`config.mk`:
```
export PLATFORM = sky130hd
export DESIGN_NAME = stepper_channels
export DESIGN_NICKNAME = d
export VERILOG_FILES = /design/src/rtl/stepper_channels.sv
export SDC_FILE = /design/constraint.sdc
export NUM_CORES = 1
export LEC_CHECK = 0
export ABC_AREA = 0
export CAP_MARGIN = 25
export CORE_ASPECT_RATIO = 0.6
export CORE_MARGIN = 2
export CORE_UTILIZATION = 49
export CTS_BUF_LIST = sky130_fd_sc_hd__clkbuf_4 sky130_fd_sc_hd__clkbuf_8
export CTS_CLUSTER_DIAMETER = 30
export DETAILED_ROUTE_END_ITERATION = 10
export PLACE_DENSITY = 0.83
export SYNTH_ARGS = -nofsm -noshare
export SYNTH_HDL_FRONTEND = slang
export SYNTH_SLANG_ARGS = --single-unit
```
`constraint.sdc`:
```
create_clock -name clock -period 4.4 [get_ports clock]
set_input_delay 0.88 -clock clock [delete_from_list [all_inputs] [get_ports clock]]
set_output_delay 0.88 -clock clock [all_outputs]
set_load 0.01 [all_outputs]
```
`src/rtl/stepper_channels.sv`:
```
// NUM_CH independent step/dir generators: acceleration-limited velocity, phase-accumulator stepping, shared enable.
// Define STEPPER_RAMP_EN for the acceleration ramp; otherwise cur_vel follows the effective target one clock later.
module stepper_channels #(
  parameter int NUM_CH        = 2,
  parameter int SPEED_W       = 10,
  parameter int PHASE_W       = 24,
  parameter int PULSE_CYC     = 200,
  parameter int DIR_SETUP_CYC = 50,
  parameter int RAMP_DIV      = 1000,
  parameter int ACCEL_STEP    = 1
) (
  input  logic                          clock,
  input  logic                          reset,
  input  logic                          run_en,
  input  logic [NUM_CH*(SPEED_W+1)-1:0] target_vel,
  output logic [NUM_CH-1:0]             step,
  output logic [NUM_CH-1:0]             dir,
  output logic                          en_n,
  output logic [NUM_CH*(SPEED_W+1)-1:0] cur_vel,
  output logic [NUM_CH-1:0]             overrun
);
  localparam int VW      = SPEED_W + 1;
  localparam int SUM_W   = PHASE_W + VW;
  localparam int CNT_MAX = (PULSE_CYC > DIR_SETUP_CYC) ? PULSE_CYC : DIR_SETUP_CYC;
  localparam int CNT_W   = $clog2(CNT_MAX + 1);
  localparam logic [CNT_W-1:0] PULSE_LAST = CNT_W'(PULSE_CYC - 1);
  localparam logic [CNT_W-1:0] SETUP_LAST = CNT_W'(DIR_SETUP_CYC - 1);
  localparam logic signed [VW-1:0] V_MIN   = {1'b1, {SPEED_W{1'b0}}};
  localparam logic signed [VW-1:0] V_CLAMP = {1'b1, {(SPEED_W-1){1'b0}}, 1'b1};

  typedef enum logic [1:0] {S_IDLE, S_DIR_SETUP, S_PULSE, S_LOW} state_t;

  logic [NUM_CH-1:0] ch_quiet;

`ifdef STEPPER_RAMP_EN
  localparam int RC_W = (RAMP_DIV > 1) ? $clog2(RAMP_DIV) : 1;
  localparam logic [RC_W-1:0] RC_LAST = RC_W'(RAMP_DIV - 1);
  localparam logic signed [VW-1:0] ACC_V = VW'(ACCEL_STEP);
  localparam logic signed [VW:0]   ACC_D = (VW+1)'(ACCEL_STEP);

  logic [RC_W-1:0] ramp_cnt;
  logic            ramp_tick;

  assign ramp_tick = (ramp_cnt == RC_LAST);

  always_ff @(posedge clock or posedge reset) begin
    if (reset) ramp_cnt <= '0;
    else       ramp_cnt <= ramp_tick ? '0 : ramp_cnt + 1'b1;
  end
`endif

  for (genvar i = 0; i < NUM_CH; i++) begin : g_ch
    logic signed [VW-1:0] tgt, eff, vel, vel_n, vel_abs;
    logic [PHASE_W-1:0]   phase;
    logic [SUM_W-1:0]     sum;
    logic                 carry, pending, dir_r, dir_n, start, decide, step_r, ovr;
    logic [CNT_W-1:0]     cnt, cnt_n;
    state_t               state, state_n;

    assign tgt     = target_vel[i*VW +: VW];
    assign eff     = !run_en ? '0 : (tgt == V_MIN) ? V_CLAMP : tgt;
    assign vel_abs = vel[VW-1] ? -vel : vel;
    assign sum     = SUM_W'(phase) + SUM_W'(vel_abs);
    // Any overflow past PHASE_W counts as a single step request.
    assign carry   = |sum[SUM_W-1:PHASE_W];

`ifdef STEPPER_RAMP_EN
    logic signed [VW:0] diff;
    assign diff = {eff[VW-1], eff} - {vel[VW-1], vel};

    always_comb begin
      vel_n = vel;
      if (ramp_tick) begin
        if (diff > ACC_D)       vel_n = vel + ACC_V;
        else if (diff < -ACC_D) vel_n = vel - ACC_V;
        else                    vel_n = eff;
      end
    end
`else
    assign vel_n = eff;
`endif

    // The last LOW clock makes the same decision as IDLE so back-to-back steps keep a 2*PULSE_CYC period.
    always_comb begin
      state_n = state;
      cnt_n   = cnt;
      dir_n   = dir_r;
      start   = 1'b0;
      decide  = 1'b0;
      case (state)
        S_DIR_SETUP: begin
          if (cnt == SETUP_LAST) begin state_n = S_IDLE; cnt_n = '0; end
          else cnt_n = cnt + 1'b1;
        end
        S_PULSE: begin
          if (cnt == PULSE_LAST) begin state_n = S_LOW; cnt_n = '0; end
          else cnt_n = cnt + 1'b1;
        end
        S_LOW: begin
          if (cnt == PULSE_LAST) begin state_n = S_IDLE; cnt_n = '0; decide = 1'b1; end
          else cnt_n = cnt + 1'b1;
        end
        default: decide = 1'b1;
      endcase
      if (decide) begin
        if (vel != '0 && dir_r == vel[VW-1]) begin
          dir_n   = ~vel[VW-1];
          state_n = S_DIR_SETUP;
          cnt_n   = '0;
        end else if (pending || carry) begin
          start   = 1'b1;
          state_n = S_PULSE;
          cnt_n   = '0;
        end
      end
    end

    always_ff @(posedge clock or posedge reset) begin
      if (reset) begin
        state   <= S_IDLE;
        cnt     <= '0;
        dir_r   <= 1'b1;
        step_r  <= 1'b0;
        vel     <= '0;
        phase   <= '0;
        pending <= 1'b0;
        ovr     <= 1'b0;
      end else begin
        state  <= state_n;
        cnt    <= cnt_n;
        dir_r  <= dir_n;
        step_r <= (state_n == S_PULSE);
        vel    <= vel_n;
        phase  <= sum[PHASE_W-1:0];
        if (start && pending) begin
          pending <= carry;
        end else if (carry && !start) begin
          if (pending) ovr     <= 1'b1;
          else         pending <= 1'b1;
        end
      end
    end

    assign step[i]               = step_r;
    assign dir[i]                = dir_r;
    assign overrun[i]            = ovr;
    assign cur_vel[i*VW +: VW]   = vel;
    assign ch_quiet[i]           = (state == S_IDLE) && !pending && (vel == '0);
  end

  // Drivers stay enabled until every channel has stopped and finished its last pulse.
  always_ff @(posedge clock or posedge reset) begin
    if (reset)          en_n <= 1'b1;
    else if (run_en)    en_n <= 1'b0;
    else if (&ch_quiet) en_n <= 1'b1;
  end
endmodule
```
==> results_dict.tcl <==
set metrics [dict create \
    status "finished clean" \
    viasPerCell 5.813 \
    drt_pre_antenna_iters 5 \
    ys_seq_elements 99 \
    drc_errors 0 \
    die_w_um 152.7 \
    overflow 0 \
    place_ws_ns -0.002310 \
    ys_warn_count 0 \
    power_frac_clock 0.152 \
    seqPwrFrac 0.349 \
    num-nets-final 821 \
    switching_share 0.4150 \
    irDropWorstVdd_v 0.0003671 \
    cp-start-kind "flop" \
    synthMuxAreaShare 0.001733 \
    n_antenna_cell 0 \
    p_comb_frac 0.499 \
    area_growth_pct 15.37 \
    routabilityCongestion 0.9357 \
    syn-num-nets 762 \
    grt_pass1_wl_um 24740 \
    wl_per_cell_um 16.26 \
    worstPathMaxFanout 13 \
    hp-class "flop to flop" \
    fin_setup_tns_ns 0 \
    synth-edff-count 0 \
    tritoncts "done" \
    htreeDepth 3 \
    layout_min_cycle_time_ns 4.187 \
    grt_pass1_vias 5213 \
    post-route-util 0.5814 \
    crit_arrival_ns 4.45 \
    p_sw_mw 1.677 \
    grt_max_degree 56 \
    io_pins 54 \
    ys_seq_area_frac 0.3819 \
    totalWireLength_um 14680 \
    fillCellCount 1055 \
    path_clk_slew_ns 0.10 \
    hold_ws_ns 0.4783 \
    yosys.area_share.simple 0.1654 \
    synthArstFlopShare 1.000 \
    setup_viol 0 \
    final_common_cell "dfrtp_1" \
    worst_skew_pair.late_latency_ns 0.38 \
    path_class "flop to flop" \
    synth-compound-area-share 0.1897 \
    p_int_mw 2.364 \
    finalMaxSlewViolations 0 \
    root_buffer "clkbuf_8" \
    port_buffers 53 \
    chipHeight_um 93.20 \
    vias 5249 \
    syn_avg_cell_area_um2 9.712 \
    start_util 0.5040 \
    drtAntennaViolNets 0 \
    rsz0062_at_grt "true" \
    final_cell_mix "dfrtp_1 (95), ha_1 (66), a21oi_1 (60)" \
    synthCells 669 \
    clock_path_buffers 2 \
    end_kind "flop" \
    max_freq_ghz 0.2388 \
    crit_required_ns 4.66 \
    dieArea_mm2 0.01423 \
    cts_made_buffers 9 \
    yosys.cell_types.count 62 \
    synthAdderAreaFrac 0.1363 \
    antenna_found_initial 0 \
    synth_top_family_by_area "compound AO/OA/AOI/OAI gates" \
    core_mm2 0.01289 \
    ys.flop_type "dfrtp_1" \
    cts.sinks 99 \
    fin_ws_ns 0.2126 \
    place_hpwl_um 11160 \
    synth_xor_area_frac 0.09436 \
    leakage_nw 3.458 \
    drtIter0Drc 346 \
    power_mw 4.040 \
    final_hold_viol_count 0 \
    slew_headroom 0.5348 \
    maxCapViolCount 0 \
    powerDensity_mw_per_mm2 539.0 \
    tightest_slew_ns 0.6914 \
    grtUsageTotal 0.2127 \
    syn_area_mm2 0.006497 \
    core.rowCount 32 \
    fin_skew_ns 0.01700 \
    fin_crit_sh 0.9517 \
    drive_gt1_frac 0.07231 \
]
[final cells by class]
class | instances | area, um^2 | share of cell area
Clock inverter | 7 | 83.83 | 0.01118
Clock buffer | 9 | 123.9 | 0.01652
Sequential cell | 99 | 2482 | 0.3312
Timing Repair Buffer | 65 | 628.1 | 0.08379
Tap cell | 170 | 212.7 | 0.02838
Multi-Input combinational cell | 523 | 3850 | 0.5136
Inverter | 30 | 115.1 | 0.01536
[path summary, 6_finish.rpt]
path | start | end | slack, ns | depth (start not counted)
setup / recovery | g_ch[1].vel[4] | g_ch[1].pending | 0.21 | 15
hold / removal | g_ch[0].phase[0] | g_ch[0].phase[0] | 0.48 | 1
setup reg to reg | g_ch[1].vel[4] | g_ch[1].pending | 0.21 | 15
hold reg to reg | g_ch[0].phase[0] | g_ch[0].phase[0] | 0.48 | 1
max in group asynchronous | reset | g_ch[0].dir_r | 2.61 | 3
min in group asynchronous | reset | g_ch[0].vel[0] | 0.96 | 2
[logic make-up after synthesis]
logic type / Yosys count
fa+ha+maj: 70
buf+inv: 47
xor+xnor: 70
compound gates: 187
mux: 1
simple gates: 195
flops: 99
[power by group through the flow]
stage	Clock [mW]	Sequential, mW	Combinational, mW
finish	0.615	1.41	2.02
CTS	0.627	1.41	1.97
detailed placement	0	1.42	1.96
floorplan	0	1.37	1.52
global route	0.666	1.44	2.24
global placement	0	1.40	1.83
[sequential cells by signal, summed over array words and instances (netlist names)]
register      count
g_ch.step_r       2
g_ch.ovr          2
g_ch.phase       48
g_ch.dir_r        2
g_ch.cnt         16
g_ch.vel         22
en_n              1
g_ch.state        4
g_ch.pending      2
[synth_stat cells, drive strengths merged, types with 5 or more instances]
master   n  area, um^2
dfrtp   96        2402
ha      66       825.8
a21oi   62       314.1
xnor2   48       420.4
nor2    43       161.4
o21ai   32       163.9
inv     30       112.6
nand2   29       108.9
a21o    26       195.2
and2    25       156.4
xor2    22       192.7
nor3    18       90.09
nand3   14       70.07
clkbuf  11       41.29
nand4   11       68.82
nor2b   11       68.82
o21a    11       82.58
and3     8       50.05
nand2b   8       50.05
nor4     8       80.08
a31oi    7       43.79
o21bai   7       52.55
o31ai    7       52.55
buf      6       45.04
and4     5       46.29
or3      5       31.28
[critical path, stage by stage (launching register included)]
cell	delay, ns
dfrtp_2	0.45
or4_1	0.55
or2_4	0.27
nor4_4	0.24
and2_4	0.22
buf_6	0.17
ha_1	0.29
a21o_1	0.19
nand3_1	0.07
a311oi_1	0.10
a2111oi_1	0.39
o21ai_1	0.18
a211oi_1	0.27
mux2_2	0.26
nor2_1	0.07
maj3_1	0.33
[layer usage]
metal | vias to the layer above | share of wire | track usage | wire length [um]
met5 | - | 0 | 0 | 0
met4 | 0 | 0.015 | 0.05633 | 218
met3 | 25 | 0.065 | 0.05005 | 960
met2 | 172 | 0.45 | 0.3449 | 6608
met1 | 2521 | 0.47 | 0.2896 | 6893
li1 | 2531 | - | - | -
[stage by stage]
step	cells	cell area, um^2
2_1_floorplan	669	6497
3_3_place_gp	884	7224
3_5_place_dp	884	7224
4_1_cts	900	7433
5_1_grt	903	7496
6_report	903	7496
[repair_timing]
action / in CTS / in global routing
resized for setup: 1 / 13
buffers inserted: 0 / 3
pin swaps: 0 / 4
hold buffers: 0 / 0
setup endpoints to repair: 13 / 28
No activity file was read; power rests on OpenSTA's default activity.
